==> src/rtl/fm_pkg.sv <==
`default_nettype none
// ============================================================================
// fm_pkg : shared FSM encodings and window-length helper for fm_zc_demod
// Revision 1.0
// ============================================================================
package fm_pkg;

    typedef enum logic [1:0] {
        ST_IDLE  = 2'd0,
        ST_PRIME = 2'd1,
        ST_COUNT = 2'd2
    } fm_state_t;

    function automatic int unsigned fm_win_len(input int unsigned gate_log2);
        return 32'd1 << gate_log2;
    endfunction

endpackage
`default_nettype wire

==> src/rtl/fm_zc_demod_if.sv <==
`default_nettype none
// ============================================================================
// fm_zc_demod_if : sample-side strobe/data and estimate outputs of fm_zc_demod
// Revision 1.0
// ============================================================================
interface fm_zc_demod_if #(
    parameter int NBITS        = 13,
    parameter int N_INPUT_BITS = 9
);
    logic                           enableclk;
    logic                           run;
    logic signed [N_INPUT_BITS-1:0] insample;
    logic        [NBITS-1:0]        phaseinc_est;
    logic                           est_valid;

    modport master (
        output enableclk, run, insample,
        input  phaseinc_est, est_valid
    );

    modport slave (
        input  enableclk, run, insample,
        output phaseinc_est, est_valid
    );
endinterface
`default_nettype wire

==> src/rtl/fm_zc_detect.sv <==
`default_nettype none
// ============================================================================
// fm_zc_detect : sample sign register and rising zero-crossing pulse
// Schmitt-trigger sign when FMDEMOD_HYST_EN is defined.  Revision 1.0
// ============================================================================
module fm_zc_detect #(
    parameter int N_INPUT_BITS = 9,
    parameter int HYST         = 8
) (
    input  wire logic                           clock,
    input  wire logic                           reset,
    input  wire logic                           sample_en,
    input  wire logic                           prime,
    input  wire logic                           count_en,
    input  wire logic signed [N_INPUT_BITS-1:0] insample,
    output logic                                rise
);
    logic r_neg;
    logic w_next_neg;

`ifdef FMDEMOD_HYST_EN
    localparam logic signed [N_INPUT_BITS-1:0] c_hyst_hi = N_INPUT_BITS'(HYST);
    localparam logic signed [N_INPUT_BITS-1:0] c_hyst_lo = N_INPUT_BITS'(-HYST);

    logic w_below;
    logic w_above;

    assign w_below = (insample <= c_hyst_lo);
    assign w_above = (insample >= c_hyst_hi);

    // A dead-band sample keeps the old sign, except when priming where
    // there is no meaningful history and positive is assumed.
    always_comb begin
        w_next_neg = r_neg;
        if (w_below) begin
            w_next_neg = 1'b1;
        end else if (w_above || prime) begin
            w_next_neg = 1'b0;
        end
    end
`else
    logic w_unused_detect;

    assign w_next_neg      = insample[N_INPUT_BITS-1];
    assign w_unused_detect = ^{prime, insample[N_INPUT_BITS-2:0], (HYST > 0)};
`endif

    always_ff @(posedge clock or negedge reset) begin
        if (!reset) begin
            r_neg <= 1'b0;
        end else if (sample_en) begin
            r_neg <= w_next_neg;
        end
    end

    assign rise = count_en & r_neg & ~w_next_neg;

endmodule
`default_nettype wire

==> src/rtl/fm_zc_demod.sv <==
`default_nettype none
// ============================================================================
// fm_zc_demod : zero-crossing FM demodulator, phase-increment estimate per gate
// Optional macro FMDEMOD_HYST_EN enables hysteresis.  Revision 1.0
// ============================================================================
module fm_zc_demod
    import fm_pkg::*;
#(
    parameter int NBITS        = 13,
    parameter int N_INPUT_BITS = 9,
    parameter int GATE_LOG2    = 10,
    parameter int HYST         = 8
) (
    input  wire logic    clock,
    input  wire logic    reset,
    fm_zc_demod_if.slave bus
);
    localparam int                   c_shift    = NBITS - GATE_LOG2;
    localparam logic [GATE_LOG2-1:0] c_win_last = GATE_LOG2'(fm_win_len(GATE_LOG2) - 1);

    fm_state_t r_state;
    fm_state_t w_state_next;

    logic                 w_sample_en;
    logic                 w_prime;
    logic                 w_count;
    logic                 w_rise;
    logic [GATE_LOG2-1:0] r_win;
    logic [GATE_LOG2-1:0] r_cnt;
    logic [GATE_LOG2-1:0] w_total;
    logic [NBITS-1:0]     r_est;
    logic                 r_valid;

    always_ff @(posedge clock or negedge reset) begin
        if (!reset) begin
            r_state <= ST_IDLE;
        end else begin
            r_state <= w_state_next;
        end
    end

    always_comb begin
        w_state_next = r_state;
        w_sample_en  = 1'b0;
        w_prime      = 1'b0;
        w_count      = 1'b0;
        case (r_state)
            ST_IDLE: begin
                w_state_next = ST_PRIME;
            end
            ST_PRIME: begin
                if (bus.enableclk) begin
                    w_sample_en  = 1'b1;
                    w_prime      = 1'b1;
                    w_state_next = ST_COUNT;
                end
            end
            ST_COUNT: begin
                if (bus.enableclk) begin
                    w_sample_en = 1'b1;
                    w_count     = 1'b1;
                end
            end
            default: begin
                w_state_next = ST_IDLE;
            end
        endcase
        // Dropping run overrides everything: the clock is not a sample.
        if (!bus.run) begin
            w_state_next = ST_IDLE;
            w_sample_en  = 1'b0;
            w_prime      = 1'b0;
            w_count      = 1'b0;
        end
    end

    fm_zc_detect #(
        .N_INPUT_BITS (N_INPUT_BITS),
        .HYST         (HYST)
    ) u_detect (
        .clock     (clock),
        .reset     (reset),
        .sample_en (w_sample_en),
        .prime     (w_prime),
        .count_en  (w_count),
        .insample  (bus.insample),
        .rise      (w_rise)
    );

    assign w_total = r_cnt + GATE_LOG2'(w_rise);

    always_ff @(posedge clock or negedge reset) begin
        if (!reset) begin
            r_win   <= '0;
            r_cnt   <= '0;
            r_est   <= '0;
            r_valid <= 1'b0;
        end else begin
            r_valid <= 1'b0;
            if (!bus.run || r_state == ST_IDLE) begin
                r_win <= '0;
                r_cnt <= '0;
            end else if (w_count) begin
                r_win <= r_win + 1'b1;
                // Closing sample: its own crossing is part of this window's total.
                if (r_win == c_win_last) begin
                    r_cnt   <= '0;
                    r_est   <= NBITS'(w_total) << c_shift;
                    r_valid <= 1'b1;
                end else begin
                    r_cnt <= w_total;
                end
            end
        end
    end

    assign bus.phaseinc_est = r_est;
    assign bus.est_valid    = r_valid;

endmodule
`default_nettype wire

==> src/flat_wrapper.sv <==
// flat-port wrapper written by rule: the top's interface ports become plain ports
module fm_zc_demod_flat import fm_pkg::*;
#(
    parameter int NBITS        = 13,
    parameter int N_INPUT_BITS = 9,
    parameter int GATE_LOG2    = 10,
    parameter int HYST         = 8
)
  (clock, reset, bus_enableclk, bus_run, bus_insample, bus_phaseinc_est, bus_est_valid);
  fm_zc_demod_if #(.NBITS(NBITS), .N_INPUT_BITS(N_INPUT_BITS)) bus_i ();
  input  wire logic clock;
  input  wire logic reset;
  input wire logic [$bits(bus_i.enableclk)-1:0] bus_enableclk;
  input wire logic [$bits(bus_i.run)-1:0] bus_run;
  input wire logic [$bits(bus_i.insample)-1:0] bus_insample;
  output wire logic [$bits(bus_i.phaseinc_est)-1:0] bus_phaseinc_est;
  output wire logic [$bits(bus_i.est_valid)-1:0] bus_est_valid;
  assign bus_i.enableclk = bus_enableclk;
  assign bus_i.run = bus_run;
  assign bus_i.insample = bus_insample;
  assign bus_phaseinc_est = bus_i.phaseinc_est;
  assign bus_est_valid = bus_i.est_valid;
  fm_zc_demod #(.NBITS(NBITS), .N_INPUT_BITS(N_INPUT_BITS), .GATE_LOG2(GATE_LOG2), .HYST(HYST)) u_core (.clock(clock), .reset(reset), .bus(bus_i));
endmodule
==> config.mk <==
export PLATFORM = sky130hd
export DESIGN_NAME = fm_zc_demod_flat
export DESIGN_NICKNAME = d
export VERILOG_FILES = /design/src/rtl/fm_pkg.sv /design/src/rtl/fm_zc_demod_if.sv /design/src/rtl/fm_zc_detect.sv /design/src/rtl/fm_zc_demod.sv /design/src/flat_wrapper.sv
export SDC_FILE = /design/constraint.sdc
export NUM_CORES = 1
export LEC_CHECK = 0
export CORE_UTILIZATION = 55
export DETAILED_ROUTE_END_ITERATION = 16
export PLACE_DENSITY = 0.81
export SKIP_CTS_REPAIR_TIMING = 1
export SYNTH_ARGS = -nofsm -noshare
export SYNTH_HDL_FRONTEND = slang
export SYNTH_SLANG_ARGS = --single-unit
==> constraint.sdc <==
create_clock -name clock -period 6.75 [get_ports clock]
set_clock_uncertainty 0.1 [all_clocks]
set_input_delay 2.025 -clock clock [delete_from_list [all_inputs] [get_ports clock]]
set_output_delay 2.025 -clock clock [all_outputs]
set_load 0.01 [all_outputs]
==> qor.yml <==
p_clk_share_pct: 29.8
internal-power_w: 0.0002903
setup_viol: 0
cp.arrival_ns: 4.49
dr.first_iter.drc_count: 33
start_kind: "input port"
p_per_area_nw_per_um2: 204.9
min_path_type: "flop to flop"
ios: 27
drt-total-wl_um: 3231
grt_pass1_vias: 1263
synth_edf_count: 0
use_met3_pct: 5.934
routedWlPerCell_um: 14.11
p_comb_share_pct: 17.5
synth_warnings: 0
area_growth_pct: 13.40
critPathTopFamily: "simple AND/OR/NAND/NOR gates"
dieArea_um2: 3473
layout.nets: 204
critPathLaunch: "bus_run"
dp_hpwl_um: 2291
gp_congestion: 0.8529
cts.path.max_buffers: 2
crit_type: "input port to flop"
crit_path_end_kind: "flop"
overflow: 0
p_leak_nw: 0.9327
finish.utilization_pct: 66.23
grt_util_all_layers_pct: 21.53
tns_ns: 0
worstMarginPinSlew_ns: 0.9703
rsz0062_at_grt: "no"
synthTopCellsByArea: "dfrtp_1 48%, mux2_2 6.9%, ha_1 4.9%"
maxSlewHeadroom_pct: 35.07
vias: 1290
grtUsageMet2_pct: 38.64
r2r-start: "u_core.r_state[0]"
netlist_instances: 166
cts-root-buf: "clkbuf_4"
synth_largest_area_cell: "dfrtp_1"
worstPathCellList: "clkdlybuf4s50_1 > nand3_1 > nor3b_1 > ha_1 > ha_1 > nand2_1 > or3_4 > and3_1 > a221o_1"
clock_sinks: 34
pwr-share-seq_pct: 52.6
start_util_pct: 58.40
synth_cell_type_count: 40
p_sw_w: 0.0001240
fmax_mhz: 229.1
drv_cap: 0
dieHeight_um: 58.94
avgViaCountPerCell: 5.633
route.detailed.drc: 0
required_ns: 6.88
clkTransAtPathRegs_ns: 0.10
core_area_um2: 3053
period_share_pct: 64.66
cts_tree: "built"
grt_pass1_wl_um: 5520
slowest_delay_ns: 0.59
hold_start: "u_core.r_cnt[9]"
slowest_stage: "clkdlybuf4s50_1"
firstDrtPassIters: 4
ys_seq_area_share_pct: 47.72
die_w_um: 58.94
crit_top_cell: "ha_1"
hold_viol: 0
worst-path-buf-inv: 1
p_sw_share_pct: 29.92
antenna_left: 0
grt_antenna_before_repair: 0
numPortBuffers: 15
layout_commonest_cell: "dfrtp_1"
synth_top_area_share_pct: 47.72
finalCriticalPeriod_ns: 4.364
drv_slew: 0
synth_seq_cells: 34
use_met1_pct: 25.04
avgSynthCellArea_um2: 10.74
critPathMaxFanout: 7
worstSkewPairLatency_ns: 0.35
grt_max_degree: 35
htree_levels: 2
antennaDiodeCount: 0
ys.flop_type: "dfrtp_1"
async_flop_share_pct: 100.0
holdWs_ns: 0.3999
final_layout_size_suffix_gt1_share_pct: 14.59
cts_buffers: 5
peakVddDrop_mv: 0.1579
syn_area_um2: 1783
run_status: "finished, final reports clean"
grt.busiest_layer: "met2"
num_rows: 20
final_cell_mix: "34 x dfrtp_1, 15 x clkdlybuf4s50_1, 12 x nor2_1"
==> power groups by stage <==
stage / combinational [W] / sequential [W] / clock [W]
after floorplan: 0.0000536 / 0.000220 / 0
final: 0.0000727 / 0.000218 / 0.000124
after global placement: 0.0000662 / 0.000220 / 0
after global routing: 0.0000809 / 0.000219 / 0.000132
after detailed placement: 0.0000723 / 0.000222 / 0
after CTS: 0.0000729 / 0.000217 / 0.000125
==> logic make-up after synthesis <==
family / after synthesis / synth area share (%)
and+or+nand+nor: 59 / 17.69
DFF: 34 / 47.72
AOI/OAI and AO/OA: 23 / 9.613
muxes: 15 / 9.193
xor gates and xnor gates: 14 / 6.877
buffers and inverters: 13 / 3.789
adders and majority gates: 7 / 4.912
other: 1 / 0.2103
==> cells in the mapped netlist (3+ instances only) <==
cell / count
mux2i_1: 4
xnor2_1: 9
buf_4: 4
nor3_1: 3
o21ai_0: 5
dfrtp_1: 34
a22o_1: 5
ha_1: 7
xor2_1: 5
and3_1: 3
nor2_1: 12
inv_1: 6
nand2_1: 11
nand3_1: 8
mux2_2: 11
nand4_1: 5
a21oi_1: 5
==> worst reg2reg max path, cell delays in order (launching register included) <==
cell and delay, ns:
dfrtp_1 0.44, inv_1 0.11, ha_1 0.22, nand3_1 0.21, nor3b_1 0.26, ha_1 0.23, ha_1 0.26, nand2_1 0.10
or3_4 0.35, and3_1 0.18, a221o_1 0.26
==> final cells by class <==
type                    count  area (µm²)
clock buffers               6       51.30
clock inverters             2       12.51
fillers                   252        1031
inverters                   6       22.52
multi-input cells         121       872.1
flip-flops and latches     34       850.8
well taps                  44       55.05
repair buffers             16       157.7
==> path summary, 6_finish.rpt <==
| path | endpoint | slack, ns | cells after the start |
|---|---|---|---|
| worst min-delay path | u_core.r_cnt[9] | 0.40 | 1 |
| worst min register to register | u_core.r_cnt[9] | 0.40 | 1 |
| worst max-delay path | u_core.r_cnt[8] | 2.39 | 9 |
| min in group asynchronous | u_core.bus.phaseinc_est[7] | 1.97 | 2 |
| max in group asynchronous | u_core.r_cnt[8] | 4.27 | 2 |
| worst max register to register | u_core.r_cnt[8] | 3.94 | 10 |
==> registers in the layout, indices dropped and copies added, names as in the netlist <==
name / cells
u_core.u_detect.r_neg: 1
u_core.bus.phaseinc_est: 10
u_core.bus.est_valid: 1
u_core.r_state: 2
u_core.r_win: 10
u_core.r_cnt: 10
==> layer usage <==
metal	routed length (µm)	vias to the layer above	share of wire, %
li1	-	616	-
met5	0	-	0
met4	25	0	0.77
met1	1370	640	42
met2	1696	30	52
met3	139	4	4.3
==> through the flow <==
step,instances,power (W),setup WS [ns],area [µm²]
after floorplan,168,0.0002735,2.914,1790
after global placement,221,0.0002865,2.121,1958
after detailed placement,221,0.0002938,2.052,1958
after CTS,229,0.0004151,2.400,2022
after global routing,229,0.0004318,2.244,2022
final,229,0.0004142,2.386,2022
Note: power is estimated with default switching activity, not from simulation.
